===== config.mk =====
export PLATFORM = sky130hd
export DESIGN_NAME = rib_arbiter
export DESIGN_NICKNAME = d
export VERILOG_FILES = /design/src/rtl/tinyriscv_pkg.sv /design/src/rtl/rr_pick.sv /design/src/rtl/rib_arbiter.sv
export SDC_FILE = /design/constraint.sdc
export NUM_CORES = 1
export LEC_CHECK = 0
export CAP_MARGIN = 5
export CORE_ASPECT_RATIO = 0.9
export CORE_MARGIN = 8
export CORE_UTILIZATION = 61
export DETAILED_ROUTE_END_ITERATION = 7
export DONT_BUFFER_PORTS = 1
export PLACE_DENSITY = 0.77
export REMOVE_ABC_BUFFERS = 1
export SYNTH_ARGS = -nofsm -noshare
export SYNTH_HDL_FRONTEND = slang
export SYNTH_SLANG_ARGS = --single-unit

===== constraint.sdc =====
create_clock -name clk_i -period 3.4 [get_ports clk_i]
set_input_delay 0.85 -clock clk_i [delete_from_list [all_inputs] [get_ports clk_i]]
set_output_delay 0.85 -clock clk_i [all_outputs]
set_load 0.02 [all_outputs]

===== src/rtl/tinyriscv_pkg.sv =====
// Shared RIB interconnect constants and types for the bus arbiter.
package tinyriscv_pkg;

    localparam int RIB_MASTERS  = 4;
    localparam int RIB_MAX_HOLD = 16;
    localparam int RIB_IDX_W    = (RIB_MASTERS > 1) ? $clog2(RIB_MASTERS) : 1;

    // Bit i set: master i is a core port and is stalled through hold_flag_o.
    localparam logic [RIB_MASTERS-1:0] RIB_CORE_MASK = 4'b0011;

    typedef logic [RIB_IDX_W-1:0] rib_midx_t;

    typedef enum logic [0:0] {
        ARB_IDLE  = 1'b0,
        ARB_OWNED = 1'b1
    } rib_arb_state_e;

endpackage


===== src/rtl/rr_pick.sv =====
// Rotating-priority picker: first set request at or after ptr_i, wrapping NUM-1 -> 0.
module rr_pick
#(
    parameter int NUM   = 4,
    parameter int IDX_W = 2
)
(
    input  logic [NUM-1:0]   req_i,
    input  logic [IDX_W-1:0] ptr_i,
    output logic             found_o,
    output logic [IDX_W-1:0] idx_o
);

    // Scan offsets from farthest to nearest so the nearest candidate is written last and wins.
    always_comb begin
        int c;
        found_o = 1'b0;
        idx_o   = '0;
        c       = 0;
        for (int k = NUM - 1; k >= 0; k--) begin
            c = (int'(ptr_i) + k) % NUM;
            if (req_i[IDX_W'(c)]) begin
                found_o = 1'b1;
                idx_o   = IDX_W'(c);
            end
        end
    end

endmodule


===== src/rtl/rib_arbiter.sv =====
// Round-robin RIB bus arbiter with registered one-hot grant, bounded tenure and core stall flag.
// Handshake: a master owns the bus from the edge its gnt_o bit rises until the edge it falls;
// it keeps ownership while its req_i stays high, unless another master waits and tenure expires.
module rib_arbiter
    import tinyriscv_pkg::*;
#(
    parameter int                     NUM_MASTERS = RIB_MASTERS,
    parameter int                     MAX_HOLD    = RIB_MAX_HOLD,
    parameter logic [NUM_MASTERS-1:0] CORE_MASK   = RIB_CORE_MASK,
    localparam int                    IDX_W       = (NUM_MASTERS > 1) ? $clog2(NUM_MASTERS) : 1
)
(
    input  logic                   clk_i,
    input  logic                   rst_ni,
    input  logic [NUM_MASTERS-1:0] req_i,
    output logic [NUM_MASTERS-1:0] gnt_o,
    output logic                   gnt_valid_o,
    output logic [IDX_W-1:0]       gnt_idx_o,
    output logic                   hold_flag_o,
    output logic                   preempt_o,
    output rib_arb_state_e         dbg_state_o
);

    localparam int HOLD_W = $clog2(MAX_HOLD + 1);

    rib_arb_state_e          r_state;
    logic [NUM_MASTERS-1:0]  r_gnt;
    logic [IDX_W-1:0]        r_idx;
    logic [IDX_W-1:0]        r_rr_ptr;
    logic [HOLD_W-1:0]       r_hold_cnt;
    logic                    r_preempt;

    logic [NUM_MASTERS-1:0]  w_pick_req;
    logic                    w_found;
    logic [IDX_W-1:0]        w_pick_idx;
    logic [NUM_MASTERS-1:0]  w_pick_onehot;
    logic [IDX_W-1:0]        w_next_ptr;
    logic                    w_owner_req;
    logic                    w_hold_exp;

    // While owned, the current owner is masked so it cannot win its own handover.
    always_comb begin
        w_pick_req    = (r_state == ARB_OWNED) ? (req_i & ~r_gnt) : req_i;
        w_pick_onehot = NUM_MASTERS'(1) << w_pick_idx;
        w_next_ptr    = (w_pick_idx == IDX_W'(NUM_MASTERS - 1)) ? '0 : w_pick_idx + 1'b1;
        w_owner_req   = req_i[r_idx];
        w_hold_exp    = (r_hold_cnt >= HOLD_W'(MAX_HOLD - 1));
    end

    rr_pick #(
        .NUM   (NUM_MASTERS),
        .IDX_W (IDX_W)
    ) u_rr_pick (
        .req_i   (w_pick_req),
        .ptr_i   (r_rr_ptr),
        .found_o (w_found),
        .idx_o   (w_pick_idx)
    );

    // Arbitration FSM: grant, tenure counter, round-robin pointer and preempt pulse.
    always_ff @(posedge clk_i or negedge rst_ni) begin
        if (!rst_ni) begin
            r_state    <= ARB_IDLE;
            r_gnt      <= '0;
            r_idx      <= '0;
            r_rr_ptr   <= '0;
            r_hold_cnt <= '0;
            r_preempt  <= 1'b0;
        end else begin
            r_preempt <= 1'b0;
            case (r_state)
                ARB_IDLE: begin
                    r_hold_cnt <= '0;
                    if (w_found) begin
                        r_state  <= ARB_OWNED;
                        r_gnt    <= w_pick_onehot;
                        r_idx    <= w_pick_idx;
                        r_rr_ptr <= w_next_ptr;
                    end
                end
                ARB_OWNED: begin
                    if (!w_owner_req) begin
                        // Release wins over expiry, so no preempt pulse here.
                        r_hold_cnt <= '0;
                        if (w_found) begin
                            r_gnt    <= w_pick_onehot;
                            r_idx    <= w_pick_idx;
                            r_rr_ptr <= w_next_ptr;
                        end else begin
                            r_state <= ARB_IDLE;
                            r_gnt   <= '0;
                            r_idx   <= '0;
                        end
                    end else if (w_hold_exp && w_found) begin
                        // Greater-or-equal also catches a waiter that arrives after saturation.
                        r_gnt      <= w_pick_onehot;
                        r_idx      <= w_pick_idx;
                        r_rr_ptr   <= w_next_ptr;
                        r_hold_cnt <= '0;
                        r_preempt  <= 1'b1;
                    end else if (r_hold_cnt != HOLD_W'(MAX_HOLD)) begin
                        r_hold_cnt <= r_hold_cnt + 1'b1;
                    end
                end
                default: begin
                    r_state <= ARB_IDLE;
                    r_gnt   <= '0;
                    r_idx   <= '0;
                end
            endcase
        end
    end

    // Stall the core while a non-core master owns the bus or a core request waits.
    always_comb begin
        hold_flag_o = rst_ni &
                      (((|r_gnt) & ~CORE_MASK[r_idx]) | (|(req_i & CORE_MASK & ~r_gnt)));
    end

    assign gnt_o       = r_gnt;
    assign gnt_valid_o = |r_gnt;
    assign gnt_idx_o   = r_idx;
    assign preempt_o   = r_preempt;
    assign dbg_state_o = r_state;

endmodule


# [Yosys cells after proc, flatten, opt, wreduce, memory -nomap -nowiden]
# Index checks and enable logic that the tools add are counted.
[word_totals] out_inout_bits=10 wordCells=85 reg_bits=15
[classes] n_bitwise=8 order_cmp=6 reduce_logical=4 shifts=1 n_mux=50 n_eq_ne=5 addsub=5
[op_table] op="2-to-1 mux 2 bit" n=12
[op_table] op="2-to-1 mux 4 bit" n=5
[op_table] op="2-to-1 mux 1 bit" n=19
[op_table] op="less-than comparator 2 x 4 -> 1 bit (second input constant)" n=4
[op_table] op="2-to-1 mux 5 bit" n=3
[op_table] op="binary-select mux 1 bit (select 2 bit)" n=6
[op_table] op="one-hot mux 5 bit (2 select lines)" n=1
[op_table] op="one-hot mux 2 bit (2 select lines)" n=2
[op_table] op="one-hot mux 4 bit (2 select lines)" n=1
[op_table] op="OR reduction 4 bit" n=2
[op_table] op="adder 5 x 1 -> 5 bit (second input constant)" n=1
[op_table] op=">= comparator 5 x 4 -> 1 bit (second input constant)" n=1
[op_table] op="inequality test 5 bit (second input constant)" n=1
[op_table] op="adder 2 x 1 -> 2 bit (second input constant)" n=2
[op_table] op="adder 2 bit (second input constant)" n=2
[op_table] op="AND 2 x 4 -> 4 bit" n=1
[op_table] op="AND 4 bit" n=1
[op_table] op="inequality test 4 x 2 -> 1 bit (second input constant)" n=1
[op_table] op="NOT 4 bit" n=1
[op_table] op="left shift 1 x 2 -> 4 bit (first input constant)" n=1
[op_table] op="less-than comparator 2 x 3 -> 1 bit (second input constant)" n=1
[op_table] op="inequality test 3 x 2 -> 1 bit (second input constant)" n=1
[op_table] op="AND 1 bit" n=2
[op_table] op="equality test 2 bit (second input constant)" n=1
[op_table] op="other kinds (6)" n=7

# [Logic depth before layout (Yosys ltp)]
[logic_depth] word_depth=15 ltp_mapped=10 depth_no_buf=8

# [Modules after synthesis]
# A second synthesis with hierarchy kept.
[hier_totals] cells_unflattened=89 hier_area_um2=908.4
[by_module_without_submodules] module="rib_arbiter" area_each_um2=830.8 cells_each=76 n_inst=1
[by_module_without_submodules] module="rr_pick" area_each_um2=77.6 cells_each=13 n_inst=1

# [Worst setup path before layout]
# Ideal clock, no wire load.
[synth_path] path_kind="input-to-reg" startpoint="input port req_i[0]" endpoint="register r_rr_ptr[1]" cell_stages=7 setup_time_ns=0.125 setup_slack_ns=0.925 path_buffers=0 arrival_ns=2.350 cell_sequence="mux2i_1 > a211o_1 > a21o_1 > a311oi_2 > inv_1 > ha_1 > mux2_2"
[synth_via] elab_chain_len=14
[synth_rtl] item="start: declaration" line_no="rib_arbiter.sv:15" source="input logic [NUM_MASTERS-1:0] req_i,"
[synth_rtl] item="AND 4 bit" line_no="rib_arbiter.sv:43" source="w_pick_req = (r_state == ARB_OWNED) ? (req_i & ~r_gnt) : req_i;"
[synth_rtl] item="2-to-1 mux 4 bit" line_no="rib_arbiter.sv:43"
[synth_rtl] item="binary-select mux 1 bit (select 2 bit)" line_no="rr_pick.sv:22" source="if (req_i[IDX_W'(c)]) begin"
[synth_rtl] item="2-to-1 mux 1 bit (implied by the code) (2 in series)" line_no="rr_pick.sv:22"
[synth_rtl] item="2-to-1 mux 2 bit (4 in series)" line_no="rr_pick.sv:22"
[synth_rtl] item="adder 2 x 1 -> 2 bit / equality test 2 bit (equally long branches)" line_no="rib_arbiter.sv:45" source="w_next_ptr = (w_pick_idx == IDX_W'(NUM_MASTERS - 1)) ? '0 : w_pick_idx + 1'b1;"
[synth_rtl] item="2-to-1 mux 2 bit" line_no="rib_arbiter.sv:45"
[synth_rtl] item="2-to-1 mux 2 bit (on tied branches)" line_no="rib_arbiter.sv:74, rib_arbiter.sv:85, rib_arbiter.sv:94"
[synth_rtl] item="2-to-1 mux 2 bit" line_no="rib_arbiter.sv:82" source="if (!w_owner_req) begin"
[synth_rtl] item="one-hot mux 2 bit (2 select lines)" line_no="rib_arbiter.sv:71" source="case (r_state)"
[synth_rtl] item="end signal: assignment" line_no="rib_arbiter.sv:78" source="r_rr_ptr <= w_next_ptr;"
[synth_rtl] item="end signal: assignment" line_no="rib_arbiter.sv:88" source="r_rr_ptr <= w_next_ptr;"
[synth_rtl] item="end signal: assignment" line_no="rib_arbiter.sv:98" source="r_rr_ptr <= w_next_ptr;"
[synth_rtl] item="end: declaration" line_no="rib_arbiter.sv:29" source="logic [IDX_W-1:0] r_rr_ptr;"
# Several ways; a longest one is shown, not always the timed one. The select of a mux whose other input is x is not followed.
# A chain may end at the register's enable or synchronous reset.

# [Worst setup path after layout]
[layout_path] startpoint="register r_rr_ptr[0]" endpoint="register r_rr_ptr[1]"
[layout_via] elab_chain_len=13
[layout_rtl] item="adder 2 bit" line_no="rr_pick.sv:21" source="c = (int'(ptr_i) + k) % NUM;"
[layout_rtl] item="binary-select mux 1 bit (select 2 bit)" line_no="rr_pick.sv:22"
[layout_rtl] item="2-to-1 mux 1 bit (implied by the code) (2 in series)" line_no="rr_pick.sv:22"
[layout_rtl] item="2-to-1 mux 2 bit (4 in series)" line_no="rr_pick.sv:22"
[layout_rtl] item="adder 2 x 1 -> 2 bit / equality test 2 bit (equally long branches)" line_no="rib_arbiter.sv:45"
[layout_rtl] item="2-to-1 mux 2 bit" line_no="rib_arbiter.sv:45"
[layout_rtl] item="2-to-1 mux 2 bit (on tied branches)" line_no="rib_arbiter.sv:74, rib_arbiter.sv:85, rib_arbiter.sv:94"
[layout_rtl] item="2-to-1 mux 2 bit" line_no="rib_arbiter.sv:82"
[layout_rtl] item="one-hot mux 2 bit (2 select lines)" line_no="rib_arbiter.sv:71"
# Several ways; a longest one is shown, not always the timed one. The select of a mux whose other input is x is not followed.

==> reports/qor.txt <==
Worst slew margin = 43.98%
Hold Violations, Final = 0
Synthesized cell area = 0.001119 sq mm
Yosys cell types = 38
Avg Inst Size Synth = 9.094 sq um
Number of setup buffers added after CTS = 0
Reg-to-reg endpoint = r_rr_ptr[1]
Routed len/inst = 15.82 microns
R2R setup slack = 0.65 ns
CP cell instances = mux2_4 -> a211o_1 -> a21o_1 -> a311oi_2 -> inv_1 -> ha_1 -> mux2_2
Routed WL = 2.325 mm
CTS tree = built
Share of layout cells above drive strength 1 = 10.57%
Die ar. = 0.003462 sq mm
Yosys warns = 0
Run status = completed
Flops & latches, synth = 15
Hold_buf cts = 0
Pins Over Slew Limit = 0
Die X = 61.14 microns
GRT Total Usage = 14.32%
Tightest Pin Transition = 0.8286 ns
Starting Density = 65.83%
Req. time, crit path = 3.57 ns
Grt ovf = 0
P&R area growth vs syn = 2.461%
Lkg Pwr = 0.5449 nW
Register area = 375.4 sq um
DR iter-0 viols = 44
Largest net degree at the start of global routing = 17
CTS HTree Levels = 1
Post-DP HPWL = 1.833 mm
Post-route ant nets = 0
Worst setup EP type = flip-flop
RSZ-0062 raised after global routing = no
Final Power = 1.163 mW
Post-synthesis cell count = 123
R2r worst-path depth = 7
Crit Path Max Fanout = 14
Drt via density = 6.116
# DRC = 0
RePlAce Congestion = 0.8410
Crit-path slowest cell = dfrtp_1
Area occupied by multi-input gates = 653.1 sq um
Max-cap violations = 0
Clk buf depth = 2
Pwr dens = 1015 mW/mm^2
Clock-pin slew on the worst setup and hold paths = 0.09 ns
CTS Buf Count = 3
Peak VDD IR = 628.6 uV
Drt pass-1 iters = 4
R2r startpoint = r_rr_ptr[0]
Post-CTS Resized = 0
Hold WC Path Type = in -> async
Io pins = 16
CTS root buffer = clkbuf_4
Post-synth top area cell = dfrtp_1
Critical path buffers and inverters = 1
Area of the core = 0.001699 sq mm
Worst EP arrival = 2.92 ns
Antenna Cells = 0
First-pass GRT wire length = 3.864 mm
Vias in the first global route = 798
Post-synth top area share = 33.56%
Register area share after synthesis = 33.56%
Initial antenna violation count = 0
Max stage delay on crit path = 0.70 ns
Core Rows = 14
Critical setup path kind = reg -> reg
# nets final = 137
Fmax = 0.3633 GHz
Vias = 899
Setup Viol. Count Final = 0
Final-layout fill cell count = 137
Clock skew = 0.007684 ns
Largest cells by area after synthesis = dfrtp_1 34%, ha_1 7.8%, mux2i_1 5.4%
Crit path time final = 2.752 ns
Die height = 56.63 microns
Worst-Skew Late Latency = 0.29 ns
Clk sinks = 15
Top Family by Delay on Critical Path = compound AO/OA/AOI/OAI gates
Setup TNS Final = 0 ns
Startpoint type of the worst setup path = flip-flop
Crit share post-route = 80.95%
PortBufs = 0
-- how the worst max path moves through the flow --
| stage | slack [ns] | from | to | cells after the start |
|---|---|---|---|---|
| 2_1_floorplan | 0.88 | r_rr_ptr[0] | r_rr_ptr[1] | 7 |
| 3_3_place_gp | 0.76 | r_rr_ptr[0] | r_rr_ptr[1] | 7 |
| 3_5_place_dp | 0.69 | r_rr_ptr[0] | r_rr_ptr[1] | 7 |
| 4_1_cts | 0.66 | r_rr_ptr[0] | r_rr_ptr[1] | 7 |
| 5_1_grt | 0.49 | r_rr_ptr[0] | r_rr_ptr[1] | 7 |
| 6_report | 0.65 | r_rr_ptr[0] | r_rr_ptr[1] | 7 |
-- metrics by stage --
step / instance area [sq um] / setup WS [ns] / std cells / utilization (%) / hold slack (ns)
2_1_floorplan: 1089 / 0.8783 / 119 / - / 0.5378
3_3_place_gp: 1119 / 0.7617 / 143 / 65.83 / 0.5548
3_5_place_dp: 1119 / 0.6895 / 143 / 65.83 / 0.5548
4_1_cts: 1146 / 0.6613 / 147 / 67.45 / 0.2392
5_1_grt: 1146 / 0.4859 / 147 / 67.45 / 0.2157
6_report: 1146 / 0.6477 / 147 / 67.45 / 0.2435
-- cell usage after synthesis --
cell type,count
a2111o_1,1
a211o_1,1
a211oi_1,1
a21boi_0,1
a21o_1,2
a21oi_1,5
a22oi_1,6
a311oi_2,1
a31o_2,1
and3_1,1
buf_1,1
buf_6,2
clkbuf_1,1
dfrtp_1,15
ha_1,7
inv_1,16
mux2_1,1
mux2_2,4
mux2_4,1
mux2i_1,6
mux4_2,1
nand2_1,11
nand2b_1,5
nand3_1,2
nand4_1,1
nor2_1,9
nor2b_1,1
nor3_1,1
nor4b_1,2
o211ai_1,1
o21ai_0,6
o21ai_2,1
o21bai_1,1
o221ai_1,1
o22ai_1,1
o32ai_1,1
or3_1,1
xnor2_1,3
-- where the power goes --
group	leakage [nW]	switching [mW]	internal (mW)	total [mW]
registers	0.187	0.169	0.246	0.416
clock network	0.0177	0.0568	0.0437	0.101
logic	0.340	0.356	0.291	0.647
total	0.545	0.583	0.581	1.16
-- state kept, by name, summed over array words and instances, names as in the netlist --
| name | cells |
|---|---|
| dbg_state_o | 1 |
| preempt_o | 1 |
| r_hold_cnt | 5 |
| r_rr_ptr | 2 |
| gnt_idx_o | 2 |
| gnt_o | 4 |
-- kinds of logic after synthesis --
family / Yosys count / synth area share [%]
muxes: 13 / 13.76
and+or+nand+nor: 34 / 14.65
DFF: 15 / 33.56
adders and majority gates: 7 / 7.830
buffers and inverters: 20 / 8.053
AOI/OAI and AO/OA: 31 / 19.80
xor gates and xnor gates: 3 / 2.349
-- final cells by class --
| cell class | instances | share of cell area (%) |
|---|---|---|
| Multi-Input combinational cell | 88 | 56.99 |
| Sequential cell | 15 | 32.75 |
| Tap cell | 24 | 2.620 |
| Clock inverter | 1 | 0.4367 |
| Inverter | 16 | 5.240 |
| Clock buffer | 3 | 1.965 |
-- layout by cell type, fill, tap and decap left out, types with 2 or more instances in the layout --
master / Yosys / final
a21o_1: 2 / 2
a21oi_1: 5 / 5
a22oi_1: 6 / 6
clkbuf_4: 0 / 3
dfrtp_1: 15 / 15
ha_1: 7 / 7
inv_1: 16 / 16
mux2_2: 4 / 4
mux2i_1: 6 / 6
nand2_1: 11 / 11
nand2b_1: 5 / 5
nand3_1: 2 / 2
nor2_1: 9 / 9
nor4b_1: 2 / 2
o21ai_0: 6 / 6
xnor2_1: 3 / 3
-- per-layer routing --
layer  global-route usage, %  vias to the layer above  routed length [microns]
met2                   20.00                       32                     1072
met3                   5.909                        4                      170
li1                        -                      434                        -
met5                       0                        -                        0
met4                   4.319                        0                       25
met1                   19.19                      429                     1057
Power figures use the tool's default switching activity.
